--- src/rtl/nibble_loader.sv ---
// nibble_loader: assembles a 32-bit word from eight hex digits entered one at
// a time, exposing the working word and digit pointer for live display.
// Optional feature: define NIBBLE_LOADER_SHIFT_EN for calculator-style entry,
// where each new digit shifts the word left and lands in bits [3:0].
module nibble_loader #(
  parameter int NDIG = 8,
  parameter int PW   = 3
) (
  input  logic              clk,
  input  logic              reset,
  input  logic [3:0]        nib_in,
  input  logic              nib_valid,
  input  logic              clear,
  input  logic              commit,
  output logic [4*NDIG-1:0] work,
  output logic [4*NDIG-1:0] D_out,
  output logic [PW-1:0]     ptr,
  output logic              full,
  output logic              ovf,
  output logic              done
);

  localparam logic [1:0] ST_IDLE  = 2'd0;
  localparam logic [1:0] ST_ENTRY = 2'd1;
  localparam logic [1:0] ST_FULL  = 2'd2;

  localparam logic [PW-1:0] PTR_LAST = PW'(NDIG - 1);
  localparam logic [PW-1:0] PTR_ONE  = PW'(1);

  logic [1:0]        state_q, state_d;
  logic [4*NDIG-1:0] work_q, work_d;
  logic [4*NDIG-1:0] d_out_q, d_out_d;
  logic [PW-1:0]     ptr_q, ptr_d;
  logic              full_q, full_d;
  logic              ovf_q, ovf_d;
  logic              done_q, done_d;

  // Next-state logic: clear beats commit, commit beats a nibble strobe
  always_comb begin
    state_d = state_q;
    work_d  = work_q;
    d_out_d = d_out_q;
    ptr_d   = ptr_q;
    full_d  = full_q;
    ovf_d   = ovf_q;
    done_d  = 1'b0;

    if (clear) begin
      state_d = ST_IDLE;
      work_d  = '0;
      ptr_d   = '0;
      full_d  = 1'b0;
      ovf_d   = 1'b0;
    end else if (commit && (state_q != ST_IDLE)) begin
      d_out_d = work_q;
      done_d  = 1'b1;
      state_d = ST_IDLE;
      work_d  = '0;
      ptr_d   = '0;
      full_d  = 1'b0;
      ovf_d   = 1'b0;
    end else if (nib_valid) begin
      if (state_q == ST_FULL) begin
        ovf_d = 1'b1;
      end else begin
`ifdef NIBBLE_LOADER_SHIFT_EN
        work_d = {work_q[4*NDIG-5:0], nib_in};
`else
        work_d[4*ptr_q +: 4] = nib_in;
`endif
        ptr_d = ptr_q + PTR_ONE;
        if (ptr_q == PTR_LAST) begin
          ptr_d   = '0;
          state_d = ST_FULL;
          full_d  = 1'b1;
        end else begin
          state_d = ST_ENTRY;
        end
      end
    end
  end

  // State registers with synchronous reset overriding every other input
  always_ff @(posedge clk) begin
    if (reset) begin
      state_q <= ST_IDLE;
      work_q  <= '0;
      d_out_q <= '0;
      ptr_q   <= '0;
      full_q  <= 1'b0;
      ovf_q   <= 1'b0;
      done_q  <= 1'b0;
    end else begin
      state_q <= state_d;
      work_q  <= work_d;
      d_out_q <= d_out_d;
      ptr_q   <= ptr_d;
      full_q  <= full_d;
      ovf_q   <= ovf_d;
      done_q  <= done_d;
    end
  end

  assign work  = work_q;
  assign D_out = d_out_q;
  assign ptr   = ptr_q;
  assign full  = full_q;
  assign ovf   = ovf_q;
  assign done  = done_q;

endmodule

--- config.mk ---
export PLATFORM = sky130hd
export DESIGN_NAME = nibble_loader
export DESIGN_NICKNAME = d
export VERILOG_FILES = /design/src/rtl/nibble_loader.sv
export SDC_FILE = /design/constraint.sdc
export NUM_CORES = 1
export LEC_CHECK = 0
export ABC_AREA = 0
export BUFFER_PORTS_ARGS = -buffer_cell sky130_fd_sc_hd__buf_2
export CORE_AREA = 2 2 89 65
export DETAILED_ROUTE_END_ITERATION = 16
export DIE_AREA = 0 0 91 67
export PLACE_DENSITY = 0.92
export RECOVER_POWER = 100
export SETUP_SLACK_MARGIN = 0.05
export SYNTH_ARGS = -nofsm -noshare
export SYNTH_HDL_FRONTEND = slang
export SYNTH_SLANG_ARGS = --single-unit
export TNS_END_PERCENT = 100
--- constraint.sdc ---
create_clock -name clk -period 5.1 [get_ports clk]
set_clock_uncertainty 0.2 [all_clocks]
set_input_delay 1.02 -clock clk [delete_from_list [all_inputs] [get_ports clk]]
set_output_delay 1.02 -clock clk [all_outputs]
set_load 0.005 [all_outputs]
**Yosys cells after proc, flatten, opt, wreduce, memory -nomap -nowiden**

Cells that the tools add are included.
Widths: inputs -> output; s select.

- Add/sub/neg operators: 2
- Eq/ne operators: 2
- Shifts and indexed selects: 2
- Multiplexer cells: 4
- Bitwise gates (word level): 2
- Reduce and logical (&&, ||, !) cells: 8

Operators with widths:

| kind | count |
|---|---|
| $neg 5->34 | 1 |
| $shift 4x34->32 const A | 1 |
| $shiftx 4x34->32 | 1 |
| $bwmux 32 | 1 |
| $reduce_and 2->1 | 3 |
| $add 3x1->3 const B | 1 |
| $eq 3x3->1 const B | 1 |
| $mux 3 | 1 |
| $reduce_and 3->1 | 1 |
| $reduce_or 3->1 | 1 |
| $eq 2x2->1 const B | 1 |
| $mux 2 | 1 |
| $not 1->1 | 2 |
| $reduce_bool 2->1 | 1 |
| $reduce_or 2->1 | 1 |
| $logic_and 1x1->1 | 1 |
| $mux 1 | 1 |

- Register bits after elaboration: 72
- Bits of input ports: 9
- Output and inout port bits: 70

**Longest topological paths before layout**

- Depth after elaboration: 3
- Gate-level depth with buffers: 8
- Mapped depth without buffers: 7

**Least setup slack after synthesis**

No wires, ideal clock.

- Path type: flip-flop to flip-flop
- From: register ptr_q[0] (netlist: ptr[0])
- To: register work_q[0] (netlist: work[0])
- Library setup time: 0.126 ns
- Arrival: 1.842 ns
- Required time: 4.774 ns
- Path slack: 2.932 ns
- Stages on the path, launching flop included: 8
- Path buffers: 0
- Path through: dfxtp_1 > inv_2 > ha_1 > ha_1 > nor4b_1 > nand3_1 > o31ai_1 > a21oi_1

- Word-level cells in the longest chain between the ends: 3
- Elaborated cells between the ends (all ways): 4

RTL lines:

| item | RTL line | RTL |
|---|---|---|
| from (decl) | 33 | `logic [PW-1:0] ptr_q, ptr_d;` |
| from (signal assigned) | 97 | `ptr_q <= ptr_d;` |
| $neg 5->34 * | 69 | `work_d[4*ptr_q +: 4] = nib_in;` |
| $shiftx 4x34->32 or $shift 4x34->32 (tied branches) | 69 |  |
| $bwmux 32 * | 69 |  |
| to (signal assigned) | 95 | `work_q <= work_d;` |
| to (decl) | 31 | `logic [4*NDIG-1:0] work_q, work_d;` |

Every way passes the cells marked *; elsewhere a longest branch is shown, timed or not.
A chain may end at the register's enable or synchronous reset.

**Worst setup path in the final report**

- From: input reset
- To: register work_q[11] (netlist: work[11])

- Word-level cells in the longest chain between the ends: 1

RTL lines:

| item | RTL line | RTL |
|---|---|---|
| from (decl) | 10 | `input logic reset,` |
| $reduce_or 3->1 (no source line) | -- |  |

Every way passes these cells.

==> results <==
- During synthesis, Yosys emitted a total of 0 warnings.
- The number of buffers created by CTS is 9.
- After synthesis, the most frequently instantiated cells are nand2_1, dfxtp_1, a21oi_1.
- The floorplan step defined a core boundary enclosing 0.00517 mm².
- The via count of the first global-routing pass is 2338.
- For this design, the slowest cell found on the critical path is clkbuf_1.
- STA classifies the critical path startpoint as an input port.
- Of the available clock period, the critical path in the final layout requires 0.635.
- The total count of max-transition violations in the final report is 68.
- The count of distinct cell types in the synthesized netlist is 35.
- The transition time of the tightest slew-check pin is 2.05 ns.
- Of the total power, combinational logic draws 0.042.
- From synthesis to final layout, the design area changed by 17.9%.
- The final number of hold-violating endpoints was 0.
- The clock latency on the worst-skew pair is 0.34 ns.
- Measured in cells, the most critical reg-to-reg path has a length of 4.
- The hold buffer count at CTS is 0.
- The relative slew slack is -0.375.
- The startpoint identified for the worst register-to-register timing path is state_q[1].
- TritonCTS built the clock tree.
- The number of buffers inserted to repair setup after CTS is 0.
- The part of the power in registers is 0.572.
- Setup repair after global routing left no endpoint under its margin.
- The total wire length after detailed routing is 7.03 mm.
- The tightest min-delay check is of the register to register type.
- Along the worst path, the maximum fanout reaches 34.
- nand2_1 is the most common cell in the netlist.
- Setup violations remaining at the end of the flow were counted as 0.
- The length of the first detailed-routing pass in iterations is 4.
- Of the synthesized area, sequential elements account for 0.510.
- By area the synthesized netlist is led by dfxtp_1, nand2_1, mux2i_1, a21oi_1, nor2_1.
- Cell internal power was estimated by the tool at 0.756 mW.
- The category of the worst setup path capture point is a register.
- The clock-pin slew of the registers on the worst-case setup and hold paths is 0.07 ns.
- In the final design database the tool counted 412 nets.
- IR analysis of the VDD net gives a maximum drop of 0.000156 V.
- The largest total area in the synthesized netlist belongs to dfxtp_1.
- In this run the count of I/O pins placed on the die edge is 79.
- The H-tree was split into 3 levels.
- Detailed routing inserted a total of 2551 vias.
- The first global-routing pass estimated 11.4 mm of wire.
- The net switching component of the power is 0.233 mW.
- The residual DRC count is 0.
- The post-synth net total is 342.
- The global placer's final weighted congestion is 0.821.
- The async set-reset flop share out of synthesis is 0.
- The largest buffer count on any clock path is 2.
- Synthesis handed over a netlist of 328 instances.
- The number of synthesized flops with an enable pin is 0.
- The setup path with the least slack is of type input port to register.
- Among all flip-flop cells after synthesis, the most frequent one is dfxtp_1.
- For flop-to-flop paths, the worst setup slack is 2.22 ns.
- The count of state elements after synthesis is 72.
- The part of the power in the clock network is 0.386.
- The mapped netlist covers 0.00282 mm².
- The die area is 0.00610 mm².
- Derived from the worst setup path, the maximum achievable clock frequency is 0.309 GHz.
- The clock tree root buffer cell is clkbuf_8.
- The post-synthesis area per instance is 8.61 µm².
- The via density per instance is 5.39.
- The run finished, with violations left.
- The checks that failed: capacitance limit, slew limit.
- The startpoint identified for the worst hold timing path is D_out[8].
- The count of nets left with antenna violations once routing finished came out at 0.
- The initial antenna violation count was 0.
- The finished layout cell area is 0.00333 mm².
- Once the clock tree was built, the resizer swapped 0 gates to a different size.
- The detailed placement HPWL is 4.90 mm.
- The share of cells above drive strength 1 is 0.152.
- The antenna diode count is 0.
- Walking the worst path, the cells encountered are clkbuf_1 -> nor2_1 -> and2_0 -> nand3_1 -> mux2i_1.
- The endpoint identified for the worst register-to-register timing path is D_out[11].
- The total congestion overflow is 0.
- Summed over all cells, the static leakage comes to 1.40 nW.
- The worst path required time is 5.13 ns.
- The layout has 463 filler cells.
- The worst hold path depth is 2.
- Counting both buffers and inverters, the worst setup path holds a total of 1.
- The instance area after placement is 0.00322 mm².
- The floorplan step set the die width to 91 µm.
- In this design, the stage delay of the slowest critical-path cell is 1.12 ns.
- In this run the tool buffered the top-level ports with 78 buffer cells.
- The effective utilization at floorplan is 0.546.
- The share of synthesized area in the top cell type comes to 0.510.
- Of the total power, the share spent switching nets is 0.236.
- For this block, the initial DRC count from the detailed router was 141.
- For this design the ratio of total power to cell area is 297 mW/mm².
- The routed wirelength normalized by instance count is 14.9 µm.
- The pin count of the biggest net entering global routing is 35.
- After layout, the minimum clock period comes to 3.24 ns.
- The number of core rows is 22.
- The dominant delay contributor by cell family on the critical path is buffers and inverters.
- The clock net in this run drives a total of 72 sinks.
- Summed over all failing endpoints, the final setup total negative slack is 0 ns.
- For this run, the total global-route usage over all layers was measured as 0.242.
- Max-cap violations in this run came to 2.
- The destination of the worst hold path is D_out[8].
- The data arrival time at the worst-slack endpoint is 3.26 ns.
- The die is 67 µm tall.
[sequential cells by signal, summed over array words and instances (netlist names)]
| name | count |
|---|---|
| ptr | 3 |
| work | 32 |
| D_out | 32 |
| done | 1 |
| full | 1 |
| state_q | 2 |
| ovf | 1 |
[through the flow]
stage | setup slack [ns] | cells | utilization | power (mW) | hold slack (ns)
3_5_place_dp | 2.21 | 459 | 0.622 | 0.620 | 0.245
2_1_floorplan | 2.93 | 328 | - | 0.607 | 0.253
6_report | 1.86 | 473 | 0.643 | 0.990 | 0.254
3_3_place_gp | 2.32 | 459 | 0.622 | 0.618 | 0.240
4_1_cts | 2.57 | 473 | 0.653 | 0.993 | 0.255
5_1_grt | 1.53 | 473 | 0.643 | 1.02 | 0.272
[cell usage in the layout, fill, tap and decap left out, drive strengths merged, types with 5 or more instances in the layout]
cell	Yosys	final
a21oi	43	43
and2	5	5
buf	7	43
clkbuf	12	45
dfxtp	72	72
ha	5	5
mux2i	25	25
nand2	87	87
nand3	14	14
nor2	23	23
[power by group through the flow]
stage	Clock [mW]	Sequential, mW	Combinational (mW)
floorplan	0	0.579	0.0284
finish	0.382	0.566	0.0412
global route	0.414	0.566	0.0446
CTS	0.386	0.566	0.0407
detailed placement	0	0.579	0.0403
global placement	0	0.579	0.0385
[per-layer routing]
metal / part of all wire / routed length (µm) / global-route usage
met2: 0.45 / 3170 / 0.383
met3: 0.078 / 547 / 0.0826
met5: 0 / 0 / 0
met1: 0.46 / 3210 / 0.313
met4: 0.015 / 102 / 0.0814
[kinds of logic after synthesis]
logic type | count (synthesis) | share of synthesized area
DFF | 72 | 0.510
muxes | 25 | 0.0886
buffers and inverters | 23 | 0.0368
AOI/OAI and AO/OA | 51 | 0.0979
adders and majority gates | 5 | 0.0222
and+or+nand+nor | 152 | 0.244
[layout make-up]
cell class | count | area, µm² | area share
flip-flops and latches | 72 | 1440 | 0.433
well taps | 72 | 90.1 | 0.0271
clock inverters | 4 | 22.5 | 0.00677
clock buffers | 10 | 138 | 0.0414
multi-input cells | 233 | 1270 | 0.383
repair buffers | 78 | 347 | 0.104
inverters | 4 | 15.0 | 0.00451
[worst min-delay path, delay by kind of cell (launching register included)]
kind,cells,cell delay (ns)
compound gates,1,0.05
flops,1,0.31
simple gates,1,0.05
[worst max-delay path by stage]
| stage | startpoint | to | cells after the start | slack (ns) |
|---|---|---|---|---|
| global placement | commit | D_out[14] | 5 | 2.32 |
| global route | commit | D_out[9] | 5 | 1.53 |
| CTS | ptr[0] | work[3] | 7 | 2.57 |
| floorplan | ptr[0] | work[0] | 7 | 2.93 |
| finish | reset | work[11] | 5 | 1.86 |
| detailed placement | commit | D_out[13] | 5 | 2.21 |
(Power assumes the default switching activity.)
